## src/rtl/acia_pkg.sv

```systemverilog
// ============================================================================
// Module   : acia_pkg
// Purpose  : Shared ACIA constants, transmit state type and baud helper.
// Revision : 1.0 - initial release
// ============================================================================
`default_nettype none

package acia_pkg;

  localparam int   DATA_BITS = 8;
  localparam logic START_LVL = 1'b0;
  localparam logic STOP_LVL  = 1'b1;

  typedef enum logic [1:0] {
    IDLE  = 2'd0,
    START = 2'd1,
    DATA  = 2'd2,
    STOP  = 2'd3
  } tx_state_t;

  function automatic int sym_cnt(input int clk_freq, input int baud);
    return clk_freq / baud;
  endfunction

endpackage

`default_nettype wire

```

## src/rtl/sync_fifo.sv

```systemverilog
// ============================================================================
// Module   : sync_fifo
// Purpose  : Single-clock show-ahead FIFO with registered occupancy count.
// Revision : 1.0 - initial release
// ============================================================================
`default_nettype none

module sync_fifo #(
  parameter  int WIDTH = 8,
  parameter  int DEPTH = 16,
  localparam int AW    = $clog2(DEPTH),
  localparam int LW    = $clog2(DEPTH + 1)
) (
  input  logic             clk,
  input  logic             rst,
  input  logic             push,
  input  logic             pop,
  input  logic [WIDTH-1:0] din,
  output logic [WIDTH-1:0] dout,
  output logic             full,
  output logic             empty,
  output logic [LW-1:0]    level
);

  logic [WIDTH-1:0] r_mem [DEPTH];
  logic [AW-1:0]    r_wr_ptr;
  logic [AW-1:0]    r_rd_ptr;
  logic [LW-1:0]    r_count;
  logic             w_push;
  logic             w_pop;

  // Guarded against the registered flags so a pop never frees a slot for a same-cycle push.
  assign w_push = push & ~full;
  assign w_pop  = pop & ~empty;

  always_ff @(posedge clk) begin
    if (w_push) begin
      r_mem[r_wr_ptr] <= din;
    end
  end

  always_ff @(posedge clk or posedge rst) begin
    if (rst) begin
      r_wr_ptr <= '0;
      r_rd_ptr <= '0;
      r_count  <= '0;
    end else begin
      if (w_push) begin
        r_wr_ptr <= r_wr_ptr + AW'(1);
      end
      if (w_pop) begin
        r_rd_ptr <= r_rd_ptr + AW'(1);
      end
      case ({w_push, w_pop})
        2'b10:   r_count <= r_count + LW'(1);
        2'b01:   r_count <= r_count - LW'(1);
        default: r_count <= r_count;
      endcase
    end
  end

  assign dout  = r_mem[r_rd_ptr];
  assign full  = (r_count == LW'(DEPTH));
  assign empty = (r_count == '0);
  assign level = r_count;

endmodule

`default_nettype wire

```

## src/rtl/acia_tx_fifo.sv

```systemverilog
// ============================================================================
// Module   : acia_tx_fifo
// Purpose  : Buffered 8N1 serial transmitter, LSB first, back-to-back frames.
// Revision : 1.0 - initial release
// ============================================================================
`default_nettype none

module acia_tx_fifo
  import acia_pkg::*;
#(
  parameter  int CLK_FREQ   = 12000000,
  parameter  int BAUD       = 9600,
  parameter  int FIFO_DEPTH = 16,
  localparam int SYM_CNT    = sym_cnt(CLK_FREQ, BAUD),
  localparam int SCW        = $clog2(SYM_CNT),
  localparam int LW         = $clog2(FIFO_DEPTH + 1)
) (
  input  logic          clk,
  input  logic          rst,
  input  logic [7:0]    tx_dat,
  input  logic          tx_stb,
  input  logic          ovf_clr,
  output logic          tx_serial,
  output logic          tx_busy,
  output logic          full,
  output logic          empty,
  output logic [LW-1:0] level,
  output logic          ovf
);

  localparam int             BIW         = $clog2(DATA_BITS);
  localparam logic [SCW-1:0] c_tmr_load  = SCW'(SYM_CNT - 1);
  localparam logic [BIW-1:0] c_last_bit  = BIW'(DATA_BITS - 1);

  tx_state_t            r_state,   w_state_nxt;
  logic [SCW-1:0]       r_timer,   w_timer_nxt;
  logic [BIW-1:0]       r_bit_idx, w_bit_idx_nxt;
  logic [DATA_BITS-1:0] r_shift,   w_shift_nxt;
  logic                 r_tx_serial;
  logic                 r_ovf;
  logic                 w_line;
  logic                 w_pop;
  logic                 w_tmr_zero;
  logic [7:0]           w_fifo_dout;

  sync_fifo #(
    .WIDTH (8),
    .DEPTH (FIFO_DEPTH)
  ) u_fifo (
    .clk   (clk),
    .rst   (rst),
    .push  (tx_stb),
    .pop   (w_pop),
    .din   (tx_dat),
    .dout  (w_fifo_dout),
    .full  (full),
    .empty (empty),
    .level (level)
  );

  always_ff @(posedge clk or posedge rst) begin
    if (rst) begin
      r_state     <= IDLE;
      r_timer     <= '0;
      r_bit_idx   <= '0;
      r_shift     <= '0;
      r_tx_serial <= STOP_LVL;
      r_ovf       <= 1'b0;
    end else begin
      r_state     <= w_state_nxt;
      r_timer     <= w_timer_nxt;
      r_bit_idx   <= w_bit_idx_nxt;
      r_shift     <= w_shift_nxt;
      r_tx_serial <= w_line;
      // A dropped write outranks a same-cycle clear.
      if (tx_stb && full) begin
        r_ovf <= 1'b1;
      end else if (ovf_clr) begin
        r_ovf <= 1'b0;
      end
    end
  end

  assign w_tmr_zero = (r_timer == '0);

  always_comb begin
    w_state_nxt   = r_state;
    w_timer_nxt   = r_timer;
    w_bit_idx_nxt = r_bit_idx;
    w_shift_nxt   = r_shift;
    w_pop         = 1'b0;
    w_line        = STOP_LVL;
    case (r_state)
      IDLE: begin
        w_line = STOP_LVL;
        if (!empty) begin
          w_pop       = 1'b1;
          w_shift_nxt = w_fifo_dout;
          w_timer_nxt = c_tmr_load;
          w_state_nxt = START;
        end
      end
      START: begin
        w_line = START_LVL;
        if (w_tmr_zero) begin
          w_timer_nxt   = c_tmr_load;
          w_bit_idx_nxt = '0;
          w_state_nxt   = DATA;
        end else begin
          w_timer_nxt = r_timer - SCW'(1);
        end
      end
      DATA: begin
        w_line = r_shift[0];
        if (w_tmr_zero) begin
          w_timer_nxt = c_tmr_load;
          w_shift_nxt = {1'b0, r_shift[DATA_BITS-1:1]};
          if (r_bit_idx == c_last_bit) begin
            w_state_nxt = STOP;
          end else begin
            w_bit_idx_nxt = r_bit_idx + BIW'(1);
          end
        end else begin
          w_timer_nxt = r_timer - SCW'(1);
        end
      end
      STOP: begin
        w_line = STOP_LVL;
        if (w_tmr_zero) begin
          // Chain straight into the next start bit when more data is waiting.
          if (!empty) begin
            w_pop       = 1'b1;
            w_shift_nxt = w_fifo_dout;
            w_timer_nxt = c_tmr_load;
            w_state_nxt = START;
          end else begin
            w_state_nxt = IDLE;
          end
        end else begin
          w_timer_nxt = r_timer - SCW'(1);
        end
      end
      default: begin
        w_state_nxt = IDLE;
      end
    endcase
  end

  assign tx_serial = r_tx_serial;
  assign tx_busy   = (r_state != IDLE);
  assign ovf       = r_ovf;

endmodule

`default_nettype wire

```

## config.mk

```make
export PLATFORM = sky130hd
export DESIGN_NAME = acia_tx_fifo
export DESIGN_NICKNAME = d
export VERILOG_FILES = /design/src/rtl/acia_pkg.sv /design/src/rtl/sync_fifo.sv /design/src/rtl/acia_tx_fifo.sv
export SDC_FILE = /design/constraint.sdc
export NUM_CORES = 1
export LEC_CHECK = 0
export ABC_AREA = 1
export BUFFER_PORTS_ARGS = -buffer_cell sky130_fd_sc_hd__buf_2
export CAP_MARGIN = 5
export CORE_UTILIZATION = 30
export CTS_CLUSTER_SIZE = 16
export DETAILED_ROUTE_END_ITERATION = 8
export PLACE_DENSITY = 0.47
export SKIP_CTS_REPAIR_TIMING = 1
export SYNTH_ARGS = -nofsm -noshare
export SYNTH_HDL_FRONTEND = slang
export SYNTH_SLANG_ARGS = --single-unit
```

## constraint.sdc

```tcl
create_clock -name clk -period 4.6 [get_ports clk]
set_input_delay 0.69 -clock clk [delete_from_list [all_inputs] [get_ports clk]]
set_output_delay 0.69 -clock clk [all_outputs]
set_load 0.01 [all_outputs]
```

==> results of run 1 <==
## per-stage QoR
stage / util, % / instances / setup slack [ps]
CTS: 34.7 / 1166 / 1590
detailed placement: 32.3 / 1134 / 1610
finish: 34.7 / 1166 / 1590
global route: 34.7 / 1166 / 1270
global placement: 32.3 / 1134 / 1660
floorplan: - / 805 / 1990
## worst max-delay path, stage by stage, from the launching register on
cell	delay, ps
dfrtp_1	390
inv_1	150
ha_1	250
nand2_1	100
nor2_1	250
nand4_1	120
nand2_1	160
nand2_1	150
inv_1	90
ha_1	260
inv_1	80
fa_1	350
inv_1	90
a21oi_1	70
nor2_1	90
nor2_1	60
xor2_1	130
nand2_1	60
nand2_1	40
## routing by layer
| layer | vias to the layer above | routed length, um | global-route usage [%] |
|---|---|---|---|
| met2 | 80 | 8690 | 23.9 |
| met5 | - | 0 | 0 |
| met3 | 8 | 465 | 2.75 |
| met1 | 2536 | 8670 | 20.1 |
| li1 | 2658 | - | - |
| met4 | 0 | 190 | 3.82 |
## cell type report
type                       count  area, um2
clock inverter                15        169
sequential                   167       4820
clock buffer                  17        425
tap                          330        413
fill                        2559      16500
multi-input combinational    538       2490
timing repair buffer          24        128
inverter                      75        282
## cell families (layout without fill, tap and decap cells)
family / count (synthesis) / in the layout / synth area share (%)
simple gates: 464 / 464 / 24.9
fa+ha+maj: 18 / 18 / 3.01
compound gates: 44 / 44 / 2.97
xor+xnor: 12 / 12 / 1.36
buf+inv: 100 / 131 / 5.36
flops: 167 / 167 / 62.4
## path summary, 6_finish.rpt
check / end / depth (start not counted) / startpoint
max in group asynchronous: u_fifo.r_rd_ptr[0] / 3 / rst
setup / recovery: u_fifo.level[4] / 18 / r_timer[0]
setup reg to reg: u_fifo.level[4] / 18 / r_timer[0]
hold / removal: ovf / 3 / rst
hold reg to reg: r_shift[6] / 2 / r_shift[6]
min in group clk: ovf / 2 / ovf_clr
## cells in the mapped netlist
library cell / number / area [um2]
nand3_1: 74 / 370
fa_1: 1 / 20.0
edfxtp_1: 128 / 3840
inv_2: 4 / 15.0
nand2_4: 2 / 22.5
nor2_2: 4 / 25.0
buf_2: 13 / 65.1
a21oi_1: 12 / 60.1
o21ai_0: 28 / 140
o211ai_1: 1 / 7.51
ha_1: 17 / 213
a31oi_1: 1 / 6.26
clkinv_1: 1 / 3.75
xor2_1: 9 / 78.8
clkbuf_1: 8 / 30.0
o32ai_1: 1 / 8.76
nand4_1: 5 / 31.3
nor2_1: 94 / 353
dfstp_2: 1 / 26.3
buf_4: 2 / 15.0
xnor2_1: 3 / 26.3
nand2_2: 3 / 18.8
buf_6: 2 / 22.5
nor2_4: 3 / 33.8
inv_1: 70 / 263
nand2_1: 276 / 1040
o22ai_1: 1 / 6.26
or2_2: 2 / 12.5
dfrtp_1: 38 / 951
nand3_4: 1 / 17.5
## state kept, by name (all words and copies together) (netlist names)
signal           flops
u_fifo.r_mem       128
r_timer             11
r_shift              8
u_fifo.level         5
u_fifo.r_rd_ptr      4
u_fifo.r_wr_ptr      4
r_bit_idx            3
r_state              2
ovf                  1
tx_serial            1
## power groups by stage
stage / combinational (uW) / clock, uW / sequential (uW)
2_1_floorplan: 1570 / 0 / 2060
3_3_place_gp: 2130 / 0 / 2110
3_5_place_dp: 2130 / 0 / 2110
4_1_cts: 2140 / 1470 / 2080
5_1_grt: 2420 / 1520 / 2120
6_report: 2100 / 1430 / 2080
==> impl_metrics.py, run 1 <==
metrics = {
    "layout": {
        "layout-drive-gt1-share_pct": 9.21,
        "final_area_um2": 8730,
        "n_antenna_cell": 0,
        "area.growth.synth_to_final_pct": 13.0,
        "nets": 853,
        "final_common_cell": "nand2_1",
        "layout_common_cells": "nand2_1, edfxtp_1, nor2_1",
    },
    "pwr": {
        "cellInternalPower_uw": 3260,
        "peakVddDrop_mv": 0.347,
        "seqPwrFrac_pct": 37.0,
        "sw_frac_of_total_pct": 41.9,
        "p_total_uw": 5610,
        "p_leak_uw": 0.00370,
        "p_switching_uw": 2350,
        "comb_power_share_pct": 37.5,
        "clock_power_share_pct": 25.5,
        "p_per_area_nw_per_um2": 643,
    },
    "drt": {
        "drt_pass1_iterations": 5,
        "final_antenna_net_count": 0,
        "viasPerCell": 4.53,
        "num_vias": 5282,
        "drt_wl_total_um": 18000,
        "drt_iter0_markers": 370,
        "drc": 0,
        "wire_per_inst_um": 15.5,
    },
    "worst_setup_path": {
        "path_class": "reg2reg",
        "arrival_ps": 3340,
        "end_kind": "register",
        "rrSetupSlack_ps": 1590,
        "cp_max_fo": 5,
        "required_ps": 4930,
        "start_kind": "register",
    },
    "global_routing": {
        "grt_usage_pct": 14.7,
        "grt_pass1_wl_um": 29200,
        "globalRoute.totalOverflow": 0,
        "grt_pass1_vias": 5144,
        "antenna_found_initial": 0,
        "grt_max_degree": 75,
    },
    "synthesis": {
        "ys_ff_latch": 167,
        "syn_area_per_cell_um2": 9.59,
        "netlist_instances": 805,
        "synth_nets": 835,
        "synth.cell_area_um2": 7720,
        "ys_warn_count": 0,
        "yosysUniqueCellTypes": 30,
        "synth-seq-area-share_pct": 62.4,
    },
    "cts": {
        "cts.path.max_buffers": 2,
        "path_clk_slew_ps": 70,
        "cts_tree": "built",
        "numCtsBuffers": 17,
        "clk_latency_ps": 440,
        "cts_root_buf": "clkbuf_16",
        "clock_sinks": 167,
        "cts_max_level": 4,
    },
    "hold_path": {
        "worstHoldPathType": "in2async",
    },
    "run_status": {
        "outcome": "complete, no violations",
    },
    "die": {
        "fp.dieH_um": 162,
        "start_util_pct": 30.7,
        "die_area_um2": 26400,
        "core-area_um2": 25200,
        "num_io_pins": 22,
        "rows": 58,
        "die_w_um": 162,
    },
    "sta": {
        "fmax_mhz": 332,
        "hold_ws_ps": 384,
        "finClkSkew_ps": 25.9,
        "finalCritPeriodShare_pct": 65.5,
        "setup_viol": 0,
        "final_max_slew_viol_count": 0,
        "slew_headroom_pct": 39.8,
        "hold_violations": 0,
        "tightestPinTransition_ps": 899,
        "rsz0062_at_grt": "no",
        "finalSetupTns_ps": 0,
        "fin_crit_ps": 3010,
    },
    "place": {
        "portBuffers": 21,
        "place_congestion": 0.782,
        "dp_hpwl_um": 11200,
        "dpl_cell_area_um2": 8130,
    },
    "flow_run": {
        "cap_violations": 0,
    },
}
(Power assumes the default switching activity.)
==> run 2, diff against run 1 <==
==> constraint.sdc (replaced) <==
create_clock -name clk -period 2.85 [get_ports clk]
set_input_delay 0.4275 -clock clk [delete_from_list [all_inputs] [get_ports clk]]
set_output_delay 0.4275 -clock clk [all_outputs]
set_load 0.01 [all_outputs]
==> run 2 against run 1 <==
  * Final area grew 2.6%
  * Non-clock buffer count grew 26
  * Routed wire length is 1.5% higher
  * Count of clock-buffer cells in the layout increased by 1
  * Clock power rose by 66%
  * Via count down 0.15%
  * Register-to-register slack lost 1300 ps
  * Clock skew shrank 13 ps
  * Die area did not move
  * Sequential power increased by 60%
  * First-iteration DRC count is 0.27% higher
  * Combinational power rose by 70%
  * Highest routed layer unchanged
==> impl_metrics.py, run 2 (synthesis results as in run 1) <==
metrics = {
    "run_status": {
        "outcome": "complete, no violations",
    },
    "layout": {
        "largest_registers": "u_fifo.r_mem (128), r_timer (11), r_shift (8)",
        "final_common_cell": "nand2_1",
        "layout-drive-gt1-share_pct": 12.4,
        "area.growth.synth_to_final_pct": 16.0,
        "final_area_um2": 8950,
        "fin_cells": 1192,
        "layout_common_cells": "nand2_1, edfxtp_1, nor2_1",
        "largest_reg_flops": 128,
        "n_antenna_cell": 0,
        "top_register": "u_fifo.r_mem",
        "nets": 879,
        "fin_util_pct": 35.6,
    },
    "die": {
        "start_util_pct": 30.7,
        "die_w_um": 162,
        "core-area_um2": 25200,
        "rows": 58,
        "fp.dieH_um": 162,
        "num_io_pins": 22,
        "die_area_um2": 26400,
    },
    "global_routing": {
        "antenna_found_initial": 0,
        "globalRoute.totalOverflow": 0,
        "grt_pass1_wl_um": 28800,
        "grt_pass1_vias": 5110,
        "grt_usage_pct": 14.8,
        "grt_max_degree": 75,
    },
    "drt": {
        "wire_per_inst_um": 15.3,
        "final_antenna_net_count": 0,
        "viasPerCell": 4.42,
        "drt_wl_total_um": 18300,
        "drt_pass1_iterations": 5,
        "num_vias": 5274,
        "drc": 0,
        "drt_iter0_markers": 371,
    },
    "sta": {
        "tightestPinTransition_ps": 808,
        "fin_crit_ps": 2550,
        "slew_headroom_pct": 46.1,
        "setup_viol": 0,
        "finalCritPeriodShare_pct": 89.5,
        "final_max_slew_viol_count": 0,
        "finClkSkew_ps": 12.6,
        "rsz0062_at_grt": "no",
        "finalSetupTns_ps": 0,
        "fmax_mhz": 392,
        "hold_violations": 0,
    },
    "place": {
        "place_congestion": 0.815,
        "portBuffers": 21,
        "placedCellCount": 1159,
        "dpl_cell_area_um2": 8330,
        "dp_hpwl_um": 11700,
    },
    "cts": {
        "path_clk_slew_ps": 70,
        "cts_root_buf": "clkbuf_16",
        "clock_sinks": 167,
        "numCtsBuffers": 17,
        "cts.path.max_buffers": 2,
        "clk_latency_ps": 440,
        "cts_max_level": 4,
        "cts_tree": "built",
    },
    "worst_setup_path": {
        "required_ps": 3180,
        "critPathBufInv": 4,
        "cp_max_fo": 5,
        "max_stage_delay_ps": 410,
        "end_kind": "register",
        "arrival_ps": 2880,
        "start_kind": "register",
        "crit_family": "adder cells",
        "cp_cell_sequence": "inv_2, ha_2, nand2_1, nor2_2, nand4_1, nand2_2, nand2_2, inv_1, ha_2, inv_1, fa_1, inv_1, a21oi_1, nor2_1, nor2_1, xor2_1, nand2_1, nand2_1",
        "path_class": "reg2reg",
        "critPathSlowestCell": "dfrtp_1",
    },
    "pwr": {
        "peakVddDrop_mv": 0.480,
        "p_total_uw": 9260,
        "p_per_area_nw_per_um2": 1030,
        "p_leak_uw": 0.00384,
    },
    "flow_run": {
        "cap_violations": 0,
    },
    "hold_path": {
        "worstHoldPathType": "in2reg",
    },
}
## run 2: cell count changes in the layout (fill, tap and decap cells not counted), sizes merged
cell and delta:
clkinv -1, bufinv +1, clkinvlp -1, buf +25, clkbuf +1, dlygate4sd3 +1
## run 2: power by group
| part | internal (uW) | switching, uW |
|---|---|---|
| sequential | 3060 | 277 |
| combinational | 1150 | 2400 |
| clock | 1270 | 1110 |
## run 2: final timing paths
path	from	to	slack [ps]	cells after the start
setup / recovery	r_timer[0]	u_fifo.level[4]	300	18
hold / removal	ovf_clr	ovf	180	2
setup reg to reg	r_timer[0]	u_fifo.level[4]	300	18
hold reg to reg	r_shift[6]	r_shift[6]	480	2
max in group asynchronous	rst	tx_serial	1790	4
min in group asynchronous	rst	ovf	460	3
## run 2: stage by stage
stage                     hold slack [ps]  setup slack (ps)
after CTS                            -100               115
after global placement                374               116
after floorplan                       448               243
final                                 179               299
after global routing                  157              8.21
after detailed placement              372               136
## run 2: final cells by class
class,count,area (um2)
Sequential cell,167,4820
Clock inverter,14,171
Tap cell,330,413
Inverter,75,282
Timing Repair Buffer,50,338
Fill cell,2564,16200
Multi-Input combinational cell,538,2500
Clock buffer,18,429
## run 2: routing by layer
metal / wire (um) / global-route usage (%) / vias to the layer above
met2: 8880 / 24.3 / 76
met4: 158 / 4.37 / 0
met1: 8660 / 19.8 / 2485
met3: 589 / 3.00 / 10
met5: 0 / 0 / -
li1: - / - / 2703
==> run 3, diff against run 2 <==
--- a/config.mk
+++ b/config.mk
@@ -8,6 +8,7 @@
 export ABC_AREA = 1
 export BUFFER_PORTS_ARGS = -buffer_cell sky130_fd_sc_hd__buf_2
 export CAP_MARGIN = 5
+export CORE_MARGIN = 2
 export CORE_UTILIZATION = 30
 export CTS_CLUSTER_SIZE = 16
 export DETAILED_ROUTE_END_ITERATION = 8
==> constraint.sdc (replaced) <==
create_clock -name clk -period 2.85 [get_ports clk]
set_input_delay 0.57 -clock clk [delete_from_list [all_inputs] [get_ports clk]]
set_output_delay 0.57 -clock clk [all_outputs]
set_load 0.01 [all_outputs]
==> run 3 against run 2 <==
  * Count of clock-buffer cells in the layout is 1 lower
  * Largest power group unchanged
  * Flip-flop and latch count is the same
  * Hold slack worse by 63 ps
==> impl_metrics.py, run 3 (synthesis results as in run 1) <==
metrics = {
    "run_status": {
        "outcome": "complete, no violations",
    },
    "sta": {
        "finalCritPeriodShare_pct": 90.1,
        "fin_crit_ps": 2570,
        "finalSetupTns_ps": 0,
        "finalWorstSetupSlack_ps": 282,
        "tightestPinTransition_ps": 551,
        "hold_violations": 0,
        "setup_viol": 0,
        "fmax_mhz": 389,
        "slew_headroom_pct": 63.3,
        "finClkSkew_ps": 13.3,
        "final_max_slew_viol_count": 0,
        "rsz0062_at_grt": "no",
    },
    "drt": {
        "wire_per_inst_um": 15.2,
        "top_layer": "met4",
        "drt_iter0_markers": 357,
        "num_vias": 5312,
        "wl_met2_um": 8670,
        "drc": 0,
        "wl_met1_um": 8630,
        "drt_pass1_iterations": 4,
        "viasPerCell": 4.45,
        "drt_wl_total_um": 18100,
        "final_antenna_net_count": 0,
        "wl_met3_um": 651,
    },
    "worst_setup_path": {
        "end_kind": "register",
        "arrival_ps": 2890,
        "required_ps": 3180,
        "start_kind": "register",
        "worst-r2r-cell-count": 18,
        "cp_max_fo": 5,
        "r2r-start": "r_timer[0]",
        "reg2reg_to": "u_fifo.level[4]",
        "rrSetupSlack_ps": 280,
        "path_class": "reg2reg",
    },
    "die": {
        "die_w_um": 164,
        "rows": 58,
        "fp.dieH_um": 164,
        "num_io_pins": 22,
        "core-area_um2": 25300,
        "start_util_pct": 30.6,
        "die_area_um2": 27000,
    },
    "layout": {
        "nets": 880,
        "largest_reg_flops": 128,
        "n_antenna_cell": 0,
        "layout-drive-gt1-share_pct": 12.2,
        "final_common_cell": "nand2_1",
        "layout_common_cells": "nand2_1, edfxtp_1, nor2_1",
        "final-seq-area_um2": 4820,
        "largest_registers": "u_fifo.r_mem (128), r_timer (11), r_shift (8)",
        "fill_cells": 2596,
        "area.growth.synth_to_final_pct": 16.2,
        "top_register": "u_fifo.r_mem",
        "multiInputGateArea_um2": 2490,
    },
    "cts": {
        "clock_sinks": 167,
        "cts_root_buf": "clkbuf_16",
        "clk_latency_ps": 430,
        "cts_tree": "built",
        "cts.path.max_buffers": 2,
        "cts_max_level": 4,
        "numCtsBuffers": 17,
        "path_clk_slew_ps": 80,
    },
    "global_routing": {
        "grt_usage_pct": 14.1,
        "antenna_found_initial": 0,
        "globalRoute.totalOverflow": 0,
        "grt_pass1_vias": 5063,
        "grt_pass1_wl_um": 28600,
        "grt_max_degree": 55,
    },
    "place": {
        "place_congestion": 0.800,
        "portBuffers": 21,
        "preCtsSetupSlack_ps": 277,
        "dp_hpwl_um": 11600,
    },
    "pwr": {
        "peakVddDrop_mv": 0.493,
        "p_per_area_nw_per_um2": 1030,
        "p_leak_uw": 0.00386,
    },
    "flow_run": {
        "cap_violations": 0,
    },
    "hold_path": {
        "worstHoldPathType": "in2async",
    },
}
[run 3: cell types whose count changed in the layout (fill, tap and decap cells not counted), sizes merged]
cell,previous run,this run
inv,83,79
buf,49,51
dlygate4sd3,1,0
clkbuf,18,17
clkinv,5,9
clkinvlp,0,1
[run 3: cell type report]
type | instances | share of cell area [%]
Clock buffer | 17 | 4.74
Multi-Input combinational cell | 538 | 27.7
Clock inverter | 15 | 2.24
Tap cell | 330 | 4.60
Timing Repair Buffer | 51 | 3.82
Sequential cell | 167 | 53.7
Inverter | 75 | 3.14
[run 3: worst max path at each step]
stage | start | endpoint | slack [ps] | cells past startpoint
detailed placement | r_timer[0] | u_fifo.level[4] | 280 | 18
CTS | r_timer[0] | u_fifo.level[4] | 260 | 18
global placement | r_timer[0] | u_fifo.level[4] | 300 | 17
floorplan | r_timer[0] | u_fifo.level[4] | 240 | 18
finish | r_timer[0] | u_fifo.level[4] | 280 | 18
global route | r_timer[0] | u_fifo.level[4] | 20 | 17
[run 3: metrics by stage]
step,cell area [um2],utilization [%],hold slack [ps],cells,power [uW]
after global routing,8970,35.5,129,1193,10000
after detailed placement,8350,33.1,466,1161,6990
final,8970,35.5,117,1193,9280
after global placement,8350,33.1,464,1161,6980
after floorplan,7720,-,448,805,5860
after CTS,8970,35.5,117,1193,9410
[run 3: critical path, stage by stage (launching register included)]
cell     delay, ps
dfrtp_1        400
inv_1          140
ha_1           190
nand2_1         80
nor2_1         160
nand4_1        100
nand2_1         90
nand2_1        120
inv_1           90
ha_1           160
inv_1           50
fa_1           350
inv_1          100
a21oi_1         70
nor2_1          90
nor2_1          50
xor2_1         130
nand2_1         60
nand2_1         40
[run 3: per-layer routing]
metal	up-vias	global-route usage [%]
met5	-	0
met2	76	23.6
met4	0	2.96
met1	2513	19.3
li1	2712	-
met3	11	2.66
[run 3: power breakdown]
part           internal (uW)  total, uW  switching [uW]
registers               3050       3340             283
clock network           1280       2400            1120
logic                   1150       3540            2400
total                   5480       9280            3800
